**config.mk**
```make
export PLATFORM = sky130hd
export DESIGN_NAME = sim_ctrl_dev
export DESIGN_NICKNAME = d
export VERILOG_FILES = /design/src/rtl/sim_ctrl_pkg.sv /design/src/rtl/sim_ctrl_dev_sync_fifo.sv /design/src/rtl/sim_ctrl_dev.sv
export SDC_FILE = /design/constraint.sdc
export NUM_CORES = 1
export LEC_CHECK = 0
export CORE_MARGIN = 3
export CORE_UTILIZATION = 25
export CTS_CLUSTER_DIAMETER = 100
export DETAILED_ROUTE_END_ITERATION = 8
export PLACE_DENSITY = 0.58
export SETUP_SLACK_MARGIN = 0.4
export SLEW_MARGIN = 20
export SYNTH_ARGS = -nofsm -noshare
export SYNTH_HDL_FRONTEND = slang
export SYNTH_HIERARCHICAL = 1
export SYNTH_SLANG_ARGS = --single-unit
```
**constraint.sdc**
```tcl
create_clock -name clk -period 9.32 [get_ports clk]
set_clock_uncertainty 0.15 [all_clocks]
set_input_delay 1.398 -clock clk [delete_from_list [all_inputs] [get_ports clk]]
set_output_delay 1.398 -clock clk [all_outputs]
set_load 0.03 [all_outputs]
```
**src/rtl/sim_ctrl_pkg.sv**
```systemverilog
`default_nettype none
// ============================================================================
// Module      : sim_ctrl_pkg
// Description : Shared types and constants for the simulation control device:
//               FSM state encoding, default device addresses and the bit
//               positions of the console status word.
// Revision    : 1.0 - initial release
// ============================================================================
package sim_ctrl_pkg;

  typedef enum logic [1:0] {
    ST_RUN     = 2'd0,
    ST_PASS    = 2'd1,
    ST_FAIL    = 2'd2,
    ST_TIMEOUT = 2'd3
  } state_t;

  localparam logic [63:0] C_DEF_TOHOST_ADDR  = 64'h0000_0000_0000_1000;
  localparam logic [63:0] C_DEF_CONSOLE_ADDR = 64'h0000_0000_0000_1008;
  localparam logic [63:0] C_DEF_CYCLE_ADDR   = 64'h0000_0000_0000_1010;

  // Console status word returned on a load from the console address
  localparam int C_CON_STAT_FULL_BIT = 0;
  localparam int C_CON_STAT_OVF_BIT  = 1;

endpackage : sim_ctrl_pkg
`default_nettype wire

```
**src/rtl/sim_ctrl_dev_sync_fifo.sv**
```systemverilog
`default_nettype none
// ============================================================================
// Module      : sync_fifo
// Description : Single-clock show-ahead FIFO with a registered data output.
//               Pointers carry an extra wrap bit to tell full from empty.
//               A push while full is accepted only when a pop happens in the
//               same cycle; otherwise it is dropped and drop_o pulses.
// Ports       : clk, rst      - clock, synchronous active-high reset
//               push_i, din_i - write request and data
//               pop_i         - consume the head entry (ignored when empty)
//               dout_o        - head entry (registered, 0 when empty)
//               full_o        - FIFO holds DEPTH entries
//               empty_o       - FIFO holds no entries
//               drop_o        - this cycle's push was discarded
// Revision    : 1.0 - initial release
// ============================================================================
module sync_fifo #(
  parameter int WIDTH = 8,
  parameter int DEPTH = 16
) (
  input  logic             clk,
  input  logic             rst,
  input  logic             push_i,
  input  logic [WIDTH-1:0] din_i,
  input  logic             pop_i,
  output logic [WIDTH-1:0] dout_o,
  output logic             full_o,
  output logic             empty_o,
  output logic             drop_o
);

  localparam int AW = $clog2(DEPTH);

  logic [WIDTH-1:0] r_mem [DEPTH];
  logic [AW:0]      r_wr_ptr;
  logic [AW:0]      r_rd_ptr;
  logic [WIDTH-1:0] r_dout;

  logic             w_full;
  logic             w_empty;
  logic             w_pop;
  logic             w_push;
  logic [AW:0]      w_wr_next;
  logic [AW:0]      w_rd_next;
  logic             w_empty_next;
  logic             w_head_is_new;

  assign w_empty = (r_wr_ptr == r_rd_ptr);
  assign w_full  = (r_wr_ptr[AW] != r_rd_ptr[AW]) &&
                   (r_wr_ptr[AW-1:0] == r_rd_ptr[AW-1:0]);

  assign w_pop  = pop_i && !w_empty;
  assign w_push = push_i && (!w_full || w_pop);

  assign w_wr_next    = r_wr_ptr + (AW+1)'(w_push);
  assign w_rd_next    = r_rd_ptr + (AW+1)'(w_pop);
  assign w_empty_next = (w_wr_next == w_rd_next);

  // The entry being written becomes the head only when the FIFO is left
  // holding just that entry; the array is not yet updated, so bypass it.
  assign w_head_is_new = w_push && (r_wr_ptr[AW-1:0] == w_rd_next[AW-1:0]);

  always_ff @(posedge clk) begin
    if (w_push) begin
      r_mem[r_wr_ptr[AW-1:0]] <= din_i;
    end
  end

  always_ff @(posedge clk) begin
    if (rst) begin
      r_wr_ptr <= '0;
      r_rd_ptr <= '0;
      r_dout   <= '0;
    end else begin
      r_wr_ptr <= w_wr_next;
      r_rd_ptr <= w_rd_next;
      if (w_empty_next) begin
        r_dout <= '0;
      end else if (w_head_is_new) begin
        r_dout <= din_i;
      end else begin
        r_dout <= r_mem[w_rd_next[AW-1:0]];
      end
    end
  end

  assign dout_o  = r_dout;
  assign full_o  = w_full;
  assign empty_o = w_empty;
  assign drop_o  = push_i && w_full && !w_pop;

endmodule : sync_fifo
`default_nettype wire

```
**src/rtl/sim_ctrl_dev.sv**
```systemverilog
`default_nettype none
// ============================================================================
// Module      : sim_ctrl_dev
// Description : Memory-mapped simulation control device. Captures the test
//               result written to TOHOST, buffers console bytes for the
//               testbench and runs a cycle counter with a timeout watchdog.
// Ports       : clk, rst            - clock, synchronous active-high reset
//               mem_we_i/mem_re_i   - store / load strobes
//               mem_addr_i          - byte address (full 64-bit match)
//               mem_wdata_i         - store data
//               hit_o, mem_rdata_o  - combinational decode and load data
//               con_valid_o/con_data_o/con_ready_i - console byte stream
//               con_overflow_o      - sticky console drop flag
//               done_o, pass_o, timeout_o, fail_code_o - test result
//               cycle_cnt_o         - cycles spent in RUN
// Revision    : 1.0 - initial release
// ============================================================================
module sim_ctrl_dev
  import sim_ctrl_pkg::*;
#(
  parameter logic [63:0] TOHOST_ADDR    = C_DEF_TOHOST_ADDR,
  parameter logic [63:0] CONSOLE_ADDR   = C_DEF_CONSOLE_ADDR,
  parameter logic [63:0] CYCLE_ADDR     = C_DEF_CYCLE_ADDR,
  parameter int          FIFO_DEPTH     = 16,
  parameter int          TIMEOUT_CYCLES = 1000
) (
  input  logic        clk,
  input  logic        rst,
  input  logic        mem_we_i,
  input  logic        mem_re_i,
  input  logic [63:0] mem_addr_i,
  input  logic [63:0] mem_wdata_i,
  output logic        hit_o,
  output logic [63:0] mem_rdata_o,
  output logic        con_valid_o,
  output logic [7:0]  con_data_o,
  input  logic        con_ready_i,
  output logic        con_overflow_o,
  output logic        done_o,
  output logic        pass_o,
  output logic        timeout_o,
  output logic [62:0] fail_code_o,
  output logic [63:0] cycle_cnt_o
);

  localparam logic [63:0] C_LAST_CYCLE = 64'(TIMEOUT_CYCLES - 1);

  state_t      r_state;
  state_t      w_state_next;
  logic [63:0] r_cycle;
  logic [62:0] r_code;
  logic        r_overflow;

  logic        w_hit_tohost;
  logic        w_hit_console;
  logic        w_hit_cycle;
  logic        w_tohost_st;
  logic        w_watchdog;
  logic        w_con_push;
  logic        w_con_full;
  logic        w_con_empty;
  logic        w_con_drop;

  // --------------------------------------------------------------------------
  // Address decode
  // --------------------------------------------------------------------------
  assign w_hit_tohost  = (mem_addr_i == TOHOST_ADDR);
  assign w_hit_console = (mem_addr_i == CONSOLE_ADDR);
  assign w_hit_cycle   = (mem_addr_i == CYCLE_ADDR);
  assign hit_o         = w_hit_tohost || w_hit_console || w_hit_cycle;

  // Only stores with bit 0 set report a result; bit 0 clear is a no-op.
  assign w_tohost_st = mem_we_i && w_hit_tohost && mem_wdata_i[0] &&
                       (r_state == ST_RUN);
  assign w_watchdog  = (r_state == ST_RUN) && (r_cycle == C_LAST_CYCLE);
  assign w_con_push  = mem_we_i && w_hit_console;

  // --------------------------------------------------------------------------
  // Result FSM
  // --------------------------------------------------------------------------
  always_ff @(posedge clk) begin
    if (rst) begin
      r_state <= ST_RUN;
    end else begin
      r_state <= w_state_next;
    end
  end

  always_comb begin
    w_state_next = r_state;
    case (r_state)
      ST_RUN: begin
        // A result store in the watchdog's last cycle takes priority.
        if (w_tohost_st) begin
          w_state_next = (mem_wdata_i[63:1] == 63'd0) ? ST_PASS : ST_FAIL;
        end else if (w_watchdog) begin
          w_state_next = ST_TIMEOUT;
        end
      end
      default: w_state_next = r_state;
    endcase
  end

  // --------------------------------------------------------------------------
  // Cycle counter and result code
  // --------------------------------------------------------------------------
  // The counter stops on the edge that leaves RUN, so it keeps showing the
  // value of the cycle in which the test ended.
  always_ff @(posedge clk) begin
    if (rst) begin
      r_cycle <= '0;
      r_code  <= '0;
    end else begin
      if ((r_state == ST_RUN) && (w_state_next == ST_RUN)) begin
        r_cycle <= r_cycle + 64'd1;
      end
      if (w_tohost_st) begin
        r_code <= mem_wdata_i[63:1];
      end
    end
  end

  // --------------------------------------------------------------------------
  // Console FIFO
  // --------------------------------------------------------------------------
  sync_fifo #(
    .WIDTH (8),
    .DEPTH (FIFO_DEPTH)
  ) u_con_fifo (
    .clk     (clk),
    .rst     (rst),
    .push_i  (w_con_push),
    .din_i   (mem_wdata_i[7:0]),
    .pop_i   (con_ready_i),
    .dout_o  (con_data_o),
    .full_o  (w_con_full),
    .empty_o (w_con_empty),
    .drop_o  (w_con_drop)
  );

  always_ff @(posedge clk) begin
    if (rst) begin
      r_overflow <= 1'b0;
    end else if (w_con_drop) begin
      r_overflow <= 1'b1;
    end
  end

  // --------------------------------------------------------------------------
  // Load data
  // --------------------------------------------------------------------------
  always_comb begin
    mem_rdata_o = 64'd0;
    if (mem_re_i) begin
      if (w_hit_cycle) begin
        mem_rdata_o = r_cycle;
      end else if (w_hit_console) begin
        mem_rdata_o[C_CON_STAT_FULL_BIT] = w_con_full;
        mem_rdata_o[C_CON_STAT_OVF_BIT]  = r_overflow;
      end
    end
  end

  // --------------------------------------------------------------------------
  // Outputs
  // --------------------------------------------------------------------------
  assign con_valid_o    = !w_con_empty;
  assign con_overflow_o = r_overflow;
  assign done_o         = (r_state != ST_RUN);
  assign pass_o         = (r_state == ST_PASS);
  assign timeout_o      = (r_state == ST_TIMEOUT);
  assign fail_code_o    = r_code;
  assign cycle_cnt_o    = r_cycle;

endmodule : sim_ctrl_dev
`default_nettype wire

```
==> reports/qor.txt <==
status = completed
starting density of the core = 25.5%
Area contributors post-synth = edfxtp_1, dfxtp_1, mux4_2
drt total wl = 39.1 mm
Setup violations, final = 0
Die W = 227 microns
Pwr Density = 157 nW/um^2
max-slew violations = 0
Post-CTS Hold Fix Bufs = 0
sequential element share of the synthesized area = 55.5%
#FFs+latches synth = 276
grt ovf = 0
Util after Layout = 36.4%
IO Pins = 338
aggregate global-route resource usage = 14.7%
CTS tree = done
syn_area_per_cell = 10.7 sq um
reg2reg end = u_con_fifo/dout_o[6]
worst hold path startpoint = fail_code_o[23]
Hold Fails Final Rpt = 0
Hold Path Stages = 2
# H-tree levels = 2
Syn Nets = 1283
row count = 80
maximum vdd drop = 0.0940 mV
vias per inst = 4.78
antenna-violating nets left = 0
Clock transition at path regs = 0.05 ns
Final Cycle Share = 63.8%
Max clock buf depth = 3
Setup Crit Path Kind = in2out
Post-CTS Resized = 0
P&R area growth vs syn = 42.6%
via count = 10100
synth warn = 6
Slew HR = 33.0%
DP HPWL = 27.1 mm
Die Ht = 227 microns
CP endpoint kind = primary output
Pre-antenna DRT Iters = 5
fill cell count = 4766
register area = 6810 sq um
Die Area = 51700 sq um
largest net degree at the start of global routing = 82
fin crit period = 5.94 ns
fin nets = 1613
worst path required time = 7.77 ns
IO Port Bufs = 337
CTS Root Cell = clkbuf_16
initial antenna violation count = 0
synthesized cell area = 12300 sq um
Max Fclk = 0.168 GHz
layout cells sized above 1 = 9.00%
RR Startpoint = u_con_fifo/r_wr_ptr[0]
global-route wire length before repair = 59.6 mm
Worst R2R Path Depth = 11
routability cong. = 0.810
# diodes = 0
DRC errors left = 0
Unique masters post-synth = 53
max cap viols = 0
core area = 48000 sq um
hold endpoint = fail_code_o[23]
vias in the first global route = 10200
Syn Inst Count = 1145
leakage power total = 5.62 nW
Starting DRT DRC Count = 570
post-DR wirelength/cell = 18.5 microns
RSZ-0062 raised after global routing = no
Final TNS setup = 0 ns
CP startpoint kind = primary input
crit path max fanout = 62
Num CTS Buffers = 34
# Post-CTS Setup Buffers = 0
HP Class = reg2reg
Synth area leader = edfxtp_1
multi-input logic area = 5120 sq um
data arrival time of the critical path = 4.40 ns
Clock Sinks = 276
Worst-Skew Late Latency = 0.53 ns
Yosys top cell area share = 31.4%
Least-Margin Pin Slew = 1.00 ns
R2R setup slack = 5.27 ns
-- layout by cell type (no fill, tap or decap), drive strengths merged, types with 2 or more instances in the layout --
cell type and n:
nor2 60, clkdlybuf4s50 336, nor4 53, buf 26, a21o 8, nand4 31, nand3 47, and4 7
nor2b 18, nand2b 5, xnor2 19, and3 14, xor2 29, inv 15, nand2 166, or3 18
clkbuf 44, bufinv 5, dfxtp 148, or4 15, nand3b 2, and2 70, clkinvlp 2, nor4b 4
o21ai 18, edfxtp 128, nor3 15, ha 5, a22oi 19, a21oi 104, mux2 4, clkinv 8
a31oi 4, o31ai 14, mux4 32, nor3b 3
-- cell type report --
| type | count | share of cell area [%] |
|---|---|---|
| sequential | 276 | 39.0 |
| multi-input combinational | 788 | 29.3 |
| timing repair buffer | 362 | 20.4 |
| clock buffer | 44 | 5.32 |
| tap | 615 | 4.40 |
| clock inverter | 17 | 1.40 |
| inverter | 13 | 0.279 |
-- critical path: stages --
cell	delay (ns)
clkdlybuf4s50_1	0.42
nor4_1	0.33
nand4_1	0.20
nor4_4	0.49
and3_1	0.23
buf_4	0.38
and2_1	0.22
clkdlybuf4s50_1	0.68
-- logic make-up after synthesis --
kind of cell               count (synthesis)  synth area share (%)
buffers and inverters                     81                  2.85
xor gates and xnor gates                  48                  3.55
and+or+nand+nor                          531                  23.4
DFF                                      276                  55.5
AOI/OAI and AO/OA                        168                  7.93
muxes                                     36                  6.25
adders and majority gates                  5                 0.510
-- synth_stat cells, drive strengths merged --
master	instances
or3	18
ha	5
nor3b	3
nor3	15
xor2	29
a21oi	104
xnor2	19
clkbuf	44
nand3b	2
or2	1
nand3	47
and2b	1
a21boi	1
nand2b	5
inv	13
a21o	8
nor4b	4
nor4bb	1
dfxtp	148
nand4	31
nand2	166
nor2	60
a22oi	19
mux4	32
a31oi	4
nor4	53
mux2	4
and2	70
and4	7
o31ai	14
o21ai	18
or4	15
and3	14
edfxtp	128
nor2b	18
buf	24
-- worst max path at each step --
| stage | slack [ns] | startpoint | endpoint | cells after the start |
|---|---|---|---|---|
| 4_1_cts | 3.33 | mem_addr_i[38] | mem_rdata_o[51] | 8 |
| 3_3_place_gp | 3.41 | mem_addr_i[38] | mem_rdata_o[51] | 8 |
| 6_report | 3.38 | mem_addr_i[38] | mem_rdata_o[51] | 8 |
| 3_5_place_dp | 3.35 | mem_addr_i[38] | mem_rdata_o[51] | 8 |
| 5_1_grt | 3.07 | mem_addr_i[38] | mem_rdata_o[51] | 8 |
| 2_1_floorplan | 4.63 | mem_addr_i[51] | mem_rdata_o[10] | 7 |
-- stage by stage --
step                instance area [sq um]  setup slack, ns  instances  hold slack (ns)  power, W
CTS                                 17500             3.33       2115            0.299   0.00278
floorplan                           12300             4.63       1145            0.320   0.00131
detailed placement                  16300             3.35       2054            0.293   0.00139
global placement                    16300             3.41       2054            0.288   0.00139
global route                        17500             3.07       2115            0.323   0.00283
finish                              17500             3.38       2115            0.299   0.00274
-- sequential cells by signal, indices dropped and copies added (netlist names) --
name	count
u_con_fifo/r_rd_ptr	5
cycle_cnt_o	64
con_overflow_o	1
r_state	2
fail_code_o	63
u_con_fifo/dout_o	8
u_con_fifo/r_wr_ptr	5
u_con_fifo/r_mem	128
-- power by group --
part | switching (W) | leakage, nW | internal [W]
clock | 0.000520 | 0.564 | 0.000850
sequential | 0.00000231 | 2.34 | 0.00127
combinational | 0.0000429 | 2.71 | 0.0000566
-- per-layer routing --
layer | up-vias | global-route usage [%] | part of all wire, %
met5 | - | 0 | 0
met4 | 0 | 4.62 | 2.2
met3 | 51 | 3.43 | 5.7
met2 | 316 | 24.9 | 49
met1 | 4882 | 18.7 | 43
li1 | 4856 | - | -
(Power assumes the default switching activity.)
==> RTL edit 1, RTL diff (same flow settings) <==
Change the parameter `FIFO_DEPTH` from 16 to 32.
--- a/src/rtl/sim_ctrl_dev.sv
+++ b/src/rtl/sim_ctrl_dev.sv
@@ -23,3 +23,3 @@
   parameter logic [63:0] CYCLE_ADDR     = C_DEF_CYCLE_ADDR,
-  parameter int          FIFO_DEPTH     = 16,
+  parameter int          FIFO_DEPTH     = 32,
   parameter int          TIMEOUT_CYCLES = 1000
Function: no difference found for any inputs over 4 cycles, from zero or initial values and one cycle with rst high; that may be too few to reach the edited logic, so the function may still have changed.
==> RTL edit 1 against the unedited design <==
Via count is 28% higher. Fmax shrank 2.1%. Area after synthesis increased by 43%. Routed wire length up 37%. Global-route usage decreased by 0.61 points. Synthesized cell count up 25%. Sequential cell count grew 130. Final cell count grew 28%. Cell area rose by 33%. Total power rose by 38%. Combinational power rose by 11%. Hold slack better by 0.0043 ns. Setup slack worse by 0.13 ns. Critical endpoint is now mem_rdata_o[55]. Largest cell class unchanged.
==> RTL edit 1: results (changes against the unedited design) <==
{| class="wikitable"
! Metric !! Value
|-
| Met1 wire length || 22.8 mm (was 16.9 mm)
|-
| GR Layer Usage met3 || 4.01% (was 3.43%)
|-
| Via density || 4.75 (was 4.78)
|-
| Fraction of met2 tracks used by global routing || 23.4% (was 24.9%)
|-
| Initial detailed-routing violation count || 835 (was 570)
|-
| Top cells by instance count after synthesis || edfxtp_1 (256), nand2_1 (199), dfxtp_1 (150) (was nand2_1 (166), dfxtp_1 (148), edfxtp_1 (128))
|-
| Count of cells along the worst register-to-register path || 13 (was 11)
|-
| Logic inverters || 15 (was 13)
|-
| Layout area overhead || 33.4% (was 42.6%)
|-
| Worst flop-to-flop path endpoint || u_con_fifo/dout_o[1]$_SDFF_PP0_ (was u_con_fifo/dout_o[6]$_SDFF_PP0_)
|-
| Share of the final layout cell area in multi-input gates || 27.4% (was 29.3%)
|-
| Non-clk bufs || 357 (was 362)
|-
| Worst-case setup slack after placement || 3.24 ns (was 3.35 ns)
|-
| Cells taking the most area after synthesis || edfxtp_1 (44%), dfxtp_1 (17%), mux4_2 (8.2%) (was edfxtp_1 (31%), dfxtp_1 (24%), mux4_2 (5.9%))
|-
| Number of clock buffers in the layout || 63 (was 44)
|-
| Largest net degree at the start of global routing || 79 (was 82)
|-
| Source-to-sink clock delay at the later pin of the worst-skew pair || 0.57 ns (was 0.53 ns)
|-
| Sequential standard cell area || 10,700 um^2 (was 6810 um^2)
|-
| Number of cells after detailed placement || 2,632 (was 2,054)
|-
| Sequential cell count || 406 (was 276)
|-
| Seq/Total Area, Yosys || 61.2% (was 55.5%)
|-
| Run status || completed (unchanged)
|-
| Number of distinct library cells after synthesis || 63 (was 53)
|-
| Worst vdd ir || 0.108 mV (was 0.0940 mV)
|-
| Startpoint of the tightest hold check path || fail_code_o[34]$_SDFFE_PP0P_ (was fail_code_o[23]$_SDFFE_PP0P_)
|-
| Net Sw Power || 781 uW (was 565 uW)
|-
| Wire length of the first global-routing pass || 80.5 mm (was 59.6 mm)
|-
| Multi-input combinational cell count || 923 (was 788)
|}
-- RTL edit 1: critical path: stages --
cell and delay [ns]:
clkdlybuf4s50_1 0.40, nor4_1 0.36, nand4_1 0.24, nor4_4 0.56, and3_1 0.23, buf_4 0.42
and2_1 0.21, clkdlybuf4s50_1 0.68
-- RTL edit 1: cells by family (layout without fill, tap and decap cells) --
family,count (synthesis),in the layout,share of synthesized area [%]
fa+ha+maj,5,5,0.358
buf+inv,98,454,2.46
other cells,0,1,0
xor+xnor,53,53,2.70
mux,75,75,8.91
flops,406,406,61.2
compound gates,178,178,5.92
simple gates,612,612,18.5
-- RTL edit 1: power groups by stage --
stage | registers, uW | clock network (uW) | logic (uW)
3_3_place_gp | 1950 | 0 | 109
3_5_place_dp | 1950 | 0 | 111
6_report | 1910 | 1760 | 110
4_1_cts | 1910 | 1810 | 112
2_1_floorplan | 1950 | 0 | 15.0
5_1_grt | 1910 | 1890 | 119
==> RTL edit 2, RTL diff (config.mk and constraints unchanged) <==
Made on the original files. Re-encode `state_t` (4 states) as one-hot, 4 bits wide.
--- a/src/rtl/sim_ctrl_pkg.sv
+++ b/src/rtl/sim_ctrl_pkg.sv
@@ -10,7 +10,7 @@
 
-  typedef enum logic [1:0] {
-    ST_RUN     = 2'd0,
-    ST_PASS    = 2'd1,
-    ST_FAIL    = 2'd2,
-    ST_TIMEOUT = 2'd3
+  typedef enum logic [3:0] {
+    ST_RUN     = 4'b0001,
+    ST_PASS    = 4'b0010,
+    ST_FAIL    = 4'b0100,
+    ST_TIMEOUT = 4'b1000
   } state_t;
Formal check against the unedited RTL: no difference found for any inputs over 4 cycles, from zero or initial values and one cycle with rst high; so few cycles prove little.
==> RTL edit 2 against the unedited design <==
First-iteration DRC count up 48%. Non-clock buffer count down 2. Setup slack worse by 0.85 ns. Sequential cell count up 2. Fmax down 12%. Total power down 1.5%. Cell area up 2.4%. Routed wire length up 14%. Area after synthesis up 3.8%. Critical path depth up 1. Core utilization down 0.71 points. Via count up 9.1%. Critical path type unchanged.
==> RTL edit 2: results (changes against the unedited design) <==
{| class="wikitable"
! Metric !! Value
|-
| Wire length of the first global-routing pass || 66.3 mm (was 59.6 mm)
|-
| Number of cells after detailed placement || 2,165 (was 2,054)
|-
| Arrival time worst endpoint || 5.24 ns (was 4.40 ns)
|-
| Final Hold Slack || 0.299 ns (about the same)
|-
| Via density || 4.95 (was 4.78)
|-
| Category of cells accounting for the largest share of critical-path delay || simple AND/OR/NAND/NOR gates (was buffers and inverters)
|-
| Fraction of layout cells with a size suffix above 1 || 9.01% (was 9.00%)
|-
| Worst-case setup slack after placement || 2.24 ns (was 3.35 ns)
|-
| Cells taking the most area after synthesis || edfxtp_1 (30%), dfxtp_1 (24%), mux4_2 (5.7%) (was edfxtp_1 (31%), dfxtp_1 (24%), mux4_2 (5.9%))
|-
| Slowest cell delay on critical path || 0.80 ns (was 0.68 ns)
|-
| Worst-case headroom to the max-slew limit || 28.0% (was 33.0%)
|-
| Vias || 11,000 (was 10,100)
|-
| Worst Hold Path EP || fail_code_o[1]$_SDFFE_PP0P_ (was fail_code_o[23]$_SDFFE_PP0P_)
|-
| Global Route Usage Sum || 16.1% (was 14.7%)
|-
| Mean post-synth cell area || 10.5 um^2 (was 10.7 um^2)
|-
| Highest-delay cell along the critical path || nor4b_1 (was clkdlybuf4s50_1)
|-
| Worst setup slack for register-to-register paths || 5.17 ns (was 5.27 ns)
|-
| Number of distinct library cells after synthesis || 63 (was 53)
|-
| Run status || completed (unchanged)
|-
| Clk power || 1310 uW (was 1370 uW)
|-
| Synthesized netlist net count || 1,346 (was 1,283)
|-
| Setup crit start || mem_addr_i[13] (was mem_addr_i[38])
|-
| Critical path endpoint || mem_rdata_o[63] (was mem_rdata_o[51])
|-
| Wirelength, routed || 44.7 mm (was 39.1 mm)
|-
| Worst flop-to-flop path endpoint || u_con_fifo/dout_o[7]$_SDFF_PP0_ (was u_con_fifo/dout_o[6]$_SDFF_PP0_)
|-
| Half-perimeter wire length after detailed placement || 32.1 mm (was 27.1 mm)
|-
| Sequential Power Share || 47.4% (was 46.3%)
|-
| Filler cell count || 5,000 (was 4,766)
|-
| Largest net degree at the start of global routing || 81 (was 82)
|-
| Non-Filler Cell Area, Final || 17,900 um^2 (was 17,500 um^2)
|-
| Seq/Total Area, Yosys || 53.8% (was 55.5%)
|-
| Tmin final || 6.79 ns (was 5.94 ns)
|-
| Largest driver fanout on the critical path || 48 (was 62)
|-
| Final nets || 1,667 (was 1,613)
|}
RTL edit 2: cell families (layout without fill, tap and decap cells):
group | count (synthesis) | count (layout) | synth area share, %
mux | 37 | 37 | 6.14
fa+ha+maj | 5 | 5 | 0.492
compound gates | 220 | 220 | 10.7
simple gates | 549 | 549 | 23.6
xor+xnor | 29 | 29 | 2.12
flops | 278 | 278 | 53.8
buf+inv | 90 | 436 | 3.17
RTL edit 2: per-layer routing:
layer  share of wire (%)  vias up  track usage [%]
met5                   0        -                0
met4                 1.9        0             4.24
met3                 6.4       50             3.32
met2                  48      327             26.4
met1                  44     5444             21.6
li1                    -     5203                -
RTL edit 2: area by class of cell:
class	count	share of cell area, %
sequential	278	38.3
clock inverter	12	0.608
clock buffer	49	5.58
tap	672	4.70
inverter	15	0.315
timing repair buffer	360	19.8
multi-input combinational	840	30.7
